File: src/rtl/dw02_div_pkg.sv
// rtl/dw02_div_pkg.sv - shared FSM encoding, width helper and divide-by-zero constants
package dw02_div_pkg;

  typedef enum logic [1:0] {
    IDLE = 2'b00,
    CALC = 2'b01,
    DONE = 2'b10
  } state_e;

  localparam logic [63:0] DBZ_ALL_ONES = '1;

  function automatic int clog2(input int value);
    int w;
    w = 0;
    for (int v = value - 1; v > 0; v = v >> 1) w++;
    return w;
  endfunction

  // Saturated quotient for B == 0: all ones unsigned, max/min signed by the dividend sign.
  function automatic logic [63:0] dbz_quotient(input int width, input logic tc, input logic a_neg);
    if (!tc)
      return DBZ_ALL_ONES >> (64 - width);
    else if (a_neg)
      return 64'd1 << (width - 1);
    else
      return DBZ_ALL_ONES >> (65 - width);
  endfunction

endpackage

File: src/rtl/dw02_div_step.sv
// rtl/dw02_div_step.sv - one combinational restoring-division step
module dw02_div_step
  import dw02_div_pkg::*;
#(
  parameter int B_width = 16
) (
  input  logic [B_width:0]   rem_i,
  input  logic               bit_i,
  input  logic [B_width-1:0] div_i,
  output logic [B_width:0]   rem_o,
  output logic               q_o
);

  logic [B_width+1:0] shifted;
  logic [B_width+1:0] divisor;

  always_comb begin
    shifted = {rem_i, bit_i};
    divisor = (B_width+2)'(div_i);
    q_o     = (shifted >= divisor);
    rem_o   = q_o ? (B_width+1)'(shifted - divisor) : (B_width+1)'(shifted);
  end

endmodule

File: src/rtl/dw02_div_seq.sv
// rtl/dw02_div_seq.sv - sequential radix-2 restoring divider; DIV_SEQ_HOLD_EN adds the HOLD stall port
module dw02_div_seq
  import dw02_div_pkg::*;
#(
  parameter int A_width = 16,
  parameter int B_width = 16
) (
  input  logic               CLK,
  input  logic               RST_N,
  input  logic               START,
  input  logic [A_width-1:0] A,
  input  logic [B_width-1:0] B,
  input  logic               TC,
`ifdef DIV_SEQ_HOLD_EN
  input  logic               HOLD,
`endif
  output logic               BUSY,
  output logic               COMPLETE,
  output logic               DIVIDE_BY_0,
  output logic [A_width-1:0] QUOTIENT,
  output logic [B_width-1:0] REMAINDER
);

  localparam int CW = clog2(A_width);
  localparam logic [CW-1:0] LAST = CW'(A_width - 1);

  state_e             state_q, state_d;
  logic [CW-1:0]      cnt_q, cnt_d;
  logic [A_width-1:0] aq_q, aq_d;
  logic [B_width:0]   rem_q, rem_d;
  logic [B_width-1:0] b_q, b_d;
  logic               a_neg_q, a_neg_d;
  logic               b_neg_q, b_neg_d;
  logic               tc_q, tc_d;
  logic               dbz_q, dbz_d;
  logic               busy_q, busy_d;
  logic               complete_q, complete_d;
  logic               dbz_out_q, dbz_out_d;
  logic [A_width-1:0] quot_q, quot_d;
  logic [B_width-1:0] rout_q, rout_d;

  logic               a_neg, b_neg, hold;
  logic [A_width-1:0] a_mag, aq_step, quot_fin;
  logic [B_width-1:0] b_mag, rem_fin;
  logic [B_width:0]   step_rem;
  logic               step_q;

`ifdef DIV_SEQ_HOLD_EN
  assign hold = HOLD;
`else
  assign hold = 1'b0;
`endif

  assign a_neg = TC & A[A_width-1];
  assign b_neg = TC & B[B_width-1];
  assign a_mag = a_neg ? -A : A;
  assign b_mag = b_neg ? -B : B;

  // Dividend bits leave aq from the top while quotient bits enter at the bottom.
  dw02_div_step #(.B_width(B_width)) u_step (
    .rem_i (rem_q),
    .bit_i (aq_q[A_width-1]),
    .div_i (b_q),
    .rem_o (step_rem),
    .q_o   (step_q)
  );

  assign aq_step = {aq_q[A_width-2:0], step_q};

  // With a zero divisor every step keeps the shifted value, so the low bits hold |A|
  // and the signed remainder correction yields A[B_width-1:0] without special casing.
  always_comb begin
    quot_fin = (a_neg_q ^ b_neg_q) ? -aq_step : aq_step;
    if (dbz_q) quot_fin = A_width'(dbz_quotient(A_width, tc_q, a_neg_q));
    rem_fin = a_neg_q ? -step_rem[B_width-1:0] : step_rem[B_width-1:0];
  end

  always_comb begin
    state_d    = state_q;
    cnt_d      = cnt_q;
    aq_d       = aq_q;
    rem_d      = rem_q;
    b_d        = b_q;
    a_neg_d    = a_neg_q;
    b_neg_d    = b_neg_q;
    tc_d       = tc_q;
    dbz_d      = dbz_q;
    busy_d     = busy_q;
    complete_d = complete_q;
    dbz_out_d  = dbz_out_q;
    quot_d     = quot_q;
    rout_d     = rout_q;
    if (START) begin
      state_d    = CALC;
      cnt_d      = '0;
      aq_d       = a_mag;
      rem_d      = '0;
      b_d        = b_mag;
      a_neg_d    = a_neg;
      b_neg_d    = b_neg;
      tc_d       = TC;
      dbz_d      = (B == '0);
      busy_d     = 1'b1;
      complete_d = 1'b0;
    end else if (state_q == CALC && !hold) begin
      cnt_d = cnt_q + 1'b1;
      aq_d  = aq_step;
      rem_d = step_rem;
      if (cnt_q == LAST) begin
        state_d    = DONE;
        cnt_d      = '0;
        busy_d     = 1'b0;
        complete_d = 1'b1;
        dbz_out_d  = dbz_q;
        quot_d     = quot_fin;
        rout_d     = rem_fin;
      end
    end
  end

  always_ff @(posedge CLK or negedge RST_N) begin
    if (!RST_N) begin
      state_q    <= IDLE;
      cnt_q      <= '0;
      aq_q       <= '0;
      rem_q      <= '0;
      b_q        <= '0;
      a_neg_q    <= 1'b0;
      b_neg_q    <= 1'b0;
      tc_q       <= 1'b0;
      dbz_q      <= 1'b0;
      busy_q     <= 1'b0;
      complete_q <= 1'b0;
      dbz_out_q  <= 1'b0;
      quot_q     <= '0;
      rout_q     <= '0;
    end else begin
      state_q    <= state_d;
      cnt_q      <= cnt_d;
      aq_q       <= aq_d;
      rem_q      <= rem_d;
      b_q        <= b_d;
      a_neg_q    <= a_neg_d;
      b_neg_q    <= b_neg_d;
      tc_q       <= tc_d;
      dbz_q      <= dbz_d;
      busy_q     <= busy_d;
      complete_q <= complete_d;
      dbz_out_q  <= dbz_out_d;
      quot_q     <= quot_d;
      rout_q     <= rout_d;
    end
  end

  assign BUSY        = busy_q;
  assign COMPLETE    = complete_q;
  assign DIVIDE_BY_0 = dbz_out_q;
  assign QUOTIENT    = quot_q;
  assign REMAINDER   = rout_q;

endmodule
File: config.mk
export PLATFORM = sky130hd
export DESIGN_NAME = dw02_div_seq
export DESIGN_NICKNAME = d
export VERILOG_FILES = /design/src/rtl/dw02_div_pkg.sv /design/src/rtl/dw02_div_step.sv /design/src/rtl/dw02_div_seq.sv
export SDC_FILE = /design/constraint.sdc
export NUM_CORES = 1
export LEC_CHECK = 0
export CAP_MARGIN = 5
export CORE_MARGIN = 2
export CORE_UTILIZATION = 55
export DETAILED_ROUTE_END_ITERATION = 10
export PLACE_DENSITY = 0.8
export SKIP_LAST_GASP = 1
export SYNTH_ARGS = -nofsm -noshare
export SYNTH_HDL_FRONTEND = slang
export SYNTH_SLANG_ARGS = --single-unit
File: constraint.sdc
create_clock -name CLK -period 5.05 [get_ports CLK]
set_input_delay 0.7575 -clock CLK [delete_from_list [all_inputs] [get_ports CLK]]
set_output_delay 0.7575 -clock CLK [all_outputs]
set_load 0.005 [all_outputs]
---- Yosys cells after proc, flatten, opt, wreduce, memory -nomap -nowiden ----
Cells that the tools add are included.
operators by class
  add/sub/neg operators ................... 6
  magnitude comparators ................... 1
  eq/ne operators ......................... 2
  multiplexer cells ....................... 24
  bitwise operators ....................... 4
  reductions and logical operators ........ 5
operators with widths
  kind                                                 number
  two-way mux 16 bit                                   9
  negator 16 bit                                       4
  two-way mux 17 bit                                   3
  >= comparator 18 x 16 -> 1 bit                       1
  subtractor 17 x 16 -> 17 bit                         1
  logical NOT 16 bit                                   1
  two-way mux 4 bit                                    3
  two-way mux 1 bit                                    6
  two-way mux 2 bit                                    3
  adder 4 x 1 -> 4 bit, second input constant          1
  equality test 4 bit, second input constant           1
  nonzero test 2 bit                                   2
  AND reduction 3 bit                                  1
  AND 1 bit                                            2
  equality test 2 x 1 -> 1 bit, second input constant  1
  AND reduction 2 bit                                  1
  NOT 1 bit                                            1
  XOR 1 bit                                            1
word-level totals
  register bits ........................... 94
  input bits .............................. 36
  output and inout bits ................... 35
  word-level logic and storage cells ...... 56

---- Depth between registers and ports, before layout ----
Gate-level depths: netlist of run 1.
  word-level depth ........................ 4
  mapped depth ............................ 20
  gate-level depth less buffers ........... 19

---- Cells and area by module ----
A second synthesis of run 1 with hierarchy kept.
second synthesis, totals
  cells, all modules ...................... 701
  area, all modules ....................... 5947.0 µm²
by module, submodules not included
  module         times used  cells each  area an instance (µm²)  seq. area each (µm²)
  dw02_div_seq   1           542         4878.4                  2302.2
  dw02_div_step  1           159         1068.5                  0.0

---- Worst setup path before layout of run 1 ----
No wires, ideal clock.
  path kind ............................... reg2reg
  start ................................... register aq_q[15]
  end ..................................... register rout_q[8] (netlist: REMAINDER[8])
  setup time .............................. 83 ps
  arrival time ............................ 3955 ps
  data required time ...................... 4967 ps
  path slack .............................. 1013 ps
  stages on the path, launching flop included .. 20
  buffers on the path ..................... 1
  clock period less this slack ............ 4037 ps
  path through ............................ dfrtp_1 > inv_1 > ha_1 > inv_1 > fa_1 > a21o_1 > a221o_1 > a221oi_4 > a21oi_2 > inv_2 > buf_1 > nor2_1 > a21oi_1 > ha_1 > nand2_1 > or4_1 > o31ai_1 > xnor2_1 > o21ai_0 > o21ai_0
on the way
  cells in the longest elaborated chain, start to end .. 4
  elaborated cells between the ends (all ways) .. 5
  classes of those cells .................. add/sub: 2; order compare: 1; mux: 2
ends and longest elaborated chain
  element                                                                         RTL line                                  RTL
  start: declaration                                                              dw02_div_seq.sv:29                        logic [A_width-1:0] aq_q, aq_d;
  start signal: assignment                                                        dw02_div_seq.sv:140                       aq_q <= aq_d;
  subtractor 17 x 16 -> 17 bit or >= comparator 18 x 16 -> 1 bit (tied branches)  dw02_div_step.sv:21, dw02_div_step.sv:20
  two-way mux 17 bit *                                                            dw02_div_step.sv:21                       rem_o = q_o ? (B_width+1)'(shifted - divisor) : (B_width+1)'(shifted);
  negator 16 bit                                                                  dw02_div_seq.sv:75                        rem_fin = a_neg_q ? -step_rem[B_width-1:0] : step_rem[B_width-1:0];
  two-way mux 16 bit *                                                            dw02_div_seq.sv:75
  end signal: assignment                                                          dw02_div_seq.sv:151                       rout_q <= rout_d;
  end: declaration                                                                dw02_div_seq.sv:40                        logic [B_width-1:0] rout_q, rout_d;
Every way passes the cells marked *; elsewhere a longest branch is shown, timed or not.
A chain may end at the register's enable or synchronous reset.

---- Worst setup path in the final report of run 1 ----
Same ends and word-level chain as after synthesis.

==> results of run 1 <==
power by group:
part | total (W) | internal (W) | switching [W]
registers | 0.000908 | 0.000815 | 0.0000937
clock network | 0.000642 | 0.000337 | 0.000306
logic | 0.00103 | 0.000427 | 0.000603
total | 0.00258 | 0.00158 | 0.00100
path summary, 6_finish.rpt:
path                                       endpoint  slack, ps  cells after the start
max reg2reg                REMAINDER[8]$_DFFE_PN0P_        720                     18
min reg2reg                REMAINDER[5]$_DFFE_PN0P_        480                      2
max in group asynchronous  QUOTIENT[11]$_DFFE_PN0P_       3600                      2
max                        REMAINDER[8]$_DFFE_PN0P_        720                     18
min in group CLK           REMAINDER[5]$_DFFE_PN0P_        480                      2
min                              b_q[4]$_DFFE_PN0P_        350                      1
cell type report:
cell class                      count  share of cell area
Sequential cell                    92               0.317
Clock inverter                      7             0.00706
Inverter                           40              0.0207
Clock buffer                        9              0.0310
Multi-Input combinational cell    580               0.499
Timing Repair Buffer               76               0.102
Tap cell                          140              0.0241
critical path, stage by stage (launching register included):
cell and delay [ps]:
dfrtp_1 390, inv_1 90, ha_1 160, inv_1 50, fa_1 400, a21o_1 210, a221o_1 430, a221oi_4 360
a21oi_2 120, inv_2 200, nor2_1 70, a21oi_1 260, ha_1 270, nand2_1 90, or4_1 430, o31ai_1 260
xnor2_1 100, o21ai_0 180, o21ai_0 110
cell usage in the layout (no fill, tap or decap), types with 5 or more instances in the layout:
| cell type | synthesis | final |
|---|---|---|
| o21ai_0 | 72 | 72 |
| buf_4 | 0 | 7 |
| clkbuf_16 | 0 | 9 |
| nor4_1 | 8 | 8 |
| dfrtp_1 | 92 | 92 |
| or4_1 | 5 | 5 |
| inv_1 | 39 | 39 |
| nand2b_1 | 6 | 6 |
| nand2_1 | 94 | 94 |
| a211oi_1 | 15 | 15 |
| nor2_1 | 72 | 72 |
| o21a_1 | 18 | 18 |
| or3_1 | 15 | 15 |
| mux2i_1 | 17 | 17 |
| nor3_1 | 18 | 18 |
| nand3_1 | 13 | 13 |
| a31oi_1 | 11 | 11 |
| a311oi_1 | 5 | 5 |
| xor2_1 | 29 | 29 |
| clkdlybuf4s50_1 | 0 | 68 |
| o31ai_1 | 14 | 14 |
| ha_1 | 21 | 21 |
| xnor2_1 | 39 | 39 |
| a21oi_1 | 47 | 47 |
logic make-up after synthesis:
group                      after synthesis  synth area share
AOI/OAI and AO/OA                      213             0.217
xor gates and xnor gates                68            0.0955
buffers and inverters                   81            0.0513
and+or+nand+nor                        257             0.189
muxes                                   20            0.0327
adders and majority gates               22            0.0453
DFF                                     92             0.369
metal layers:
metal | GRT usage | vias to the layer above
met5 | 0 | -
met4 | 0.0767 | 0
met3 | 0.0379 | 21
met2 | 0.402 | 232
met1 | 0.361 | 2663
li1 | - | 2754
sequential cells by signal, indices dropped and copies added, names as in the netlist:
name and cells:
tc_q 1, aq_q 16, REMAINDER 16, DIVIDE_BY_0 1, cnt_q 4, dbz_q 1
b_q 16, a_neg_q 1, rem_q 17, b_neg_q 1, QUOTIENT 16, state_q 2
stage by stage:
step,utilization,instances
after global placement,0.639,928
after CTS,0.664,944
after global routing,0.664,944
after detailed placement,0.639,928
after floorplan,-,753
final,0.664,944
==> results.toml, run 1 <==
[outcome]
status = "finished, final reports clean"

[worst_setup_path]
critical_path_required_ps = 5230
critPathArrivalTime_ps = 4510
r2r-start = "aq_q[15]$_DFFE_PN0P_"
critPathMaxFanout = 12
cp-startpoint = "aq_q[15]$_DFFE_PN0P_"
worstSetupEndpointType = "register"
crit_type = "reg -> reg"
crit_path_start_kind = "register"

[placement]
dpl.hpwl_um = 11400
pre_cts_ws_ps = 794
portBuffers = 70
gp_congestion = 0.992
place_area_sq_mm = 0.00699

[route]
drc_errors = 0
wl_met3_um = 1160
first_pass_iters = 5
wl_um = 15400
wl_met1_um = 6850
top_layer = "met4"
first_iter_violations = 550
ant_nets = 0
routedWlPerCell_um = 16.3
via_per_inst = 6.01
vias = 5670
met2_wirelength_um = 7130

[synthesis]
synth_edf_count = 0
synth_seq_area_share = 0.369
yosysUniqueCellTypes = 62
synthCells = 753
synth_top_area_cell = "dfrtp_1"
synth_most_common_cell = "nand2_1"
synthFlopType = "dfrtp_1"
ys_ff_latch = 92
synth.area.top_cells = "dfrtp_1 (37%), o21ai_0 (5.8%), nand2_1 (5.7%)"
synthArstFlopShare = 1.00
ys.warnings.count = 0
synth_top_area_share = 0.369
synthesis.area_sq_mm = 0.00624
synthTopCellsByCount = "nand2_1 (94), dfrtp_1 (92), nor2_1 (72), o21ai_0 (72), a21oi_1 (47)"
syn_area_per_cell_sq_um = 8.28
syn_nets = 811

[timing]
holdWs_ps = 347
slew_headroom = 0.345
fin_tns_setup_ps = 0
fmax_mhz = 231
layout_min_cycle_time_ps = 4330
fin_ws_ps = 716
rsz0062_at_grt = "no"
period_share = 0.858
final.setup_skew_ps = 8.31
final_hold_viol_count = 0
worstMarginPinSlew_ps = 982
setup_viol_count_final = 0
finalMaxSlewViolations = 0

[finish]
seqCellArea_sq_mm = 0.00230
fillers = 929
diodes = 0
drive_gt1_frac = 0.0510
fin_nets = 857
multi_input_area_sq_mm = 0.00362
syn_to_final_growth_pct = 16.5
post-route-cell-area_sq_mm = 0.00727

[floorplan]
initial_core_util = 0.570
die_area_sq_mm = 0.0122
core_area_sq_mm = 0.0109
die_w_um = 111
fp-row-count = 38
die_y_um = 111
ios = 71

[power]
p_leak_nw = 3.20
p_total_w = 0.00258
p_per_area_mw_per_mm2 = 355
ir_drop_mv = 0.230

[grt]
first_global_vias = 5252
grt_pass1_wl_um = 25700
antenna_found_initial = 0
grt_start_max_net_pins = 94
grtUsageTotal = 0.253
grt_overflow = 0

[clocking]
cts_hold_buf = 0
cts_buffers = 9
worstSkewPairLatency_ps = 350
clock_sinks = 92
cts_htree_levels = 3
ctsResizeCount = 0
tritoncts = "done"
cts_setup_buffers = 0
cts.path.max_buffers = 2
clockRootBuffer = "clkbuf_16"
clk_pin_slew_ps = 70

[flow_run]
cap_viol_max_count = 0

[min_path]
hp-class = "in -> async"
Power figures use the tool's default switching activity.
==> run 2, diff against run 1 <==
--- a/config.mk
+++ b/config.mk
@@ -5,6 +5,7 @@
 export SDC_FILE = /design/constraint.sdc
 export NUM_CORES = 1
 export LEC_CHECK = 0
+export ABC_AREA = 0
 export CAP_MARGIN = 5
 export CORE_MARGIN = 2
 export CORE_UTILIZATION = 55
==> results of run 2 <==
Final layout, timing and power as in run 1 (identical DEF).
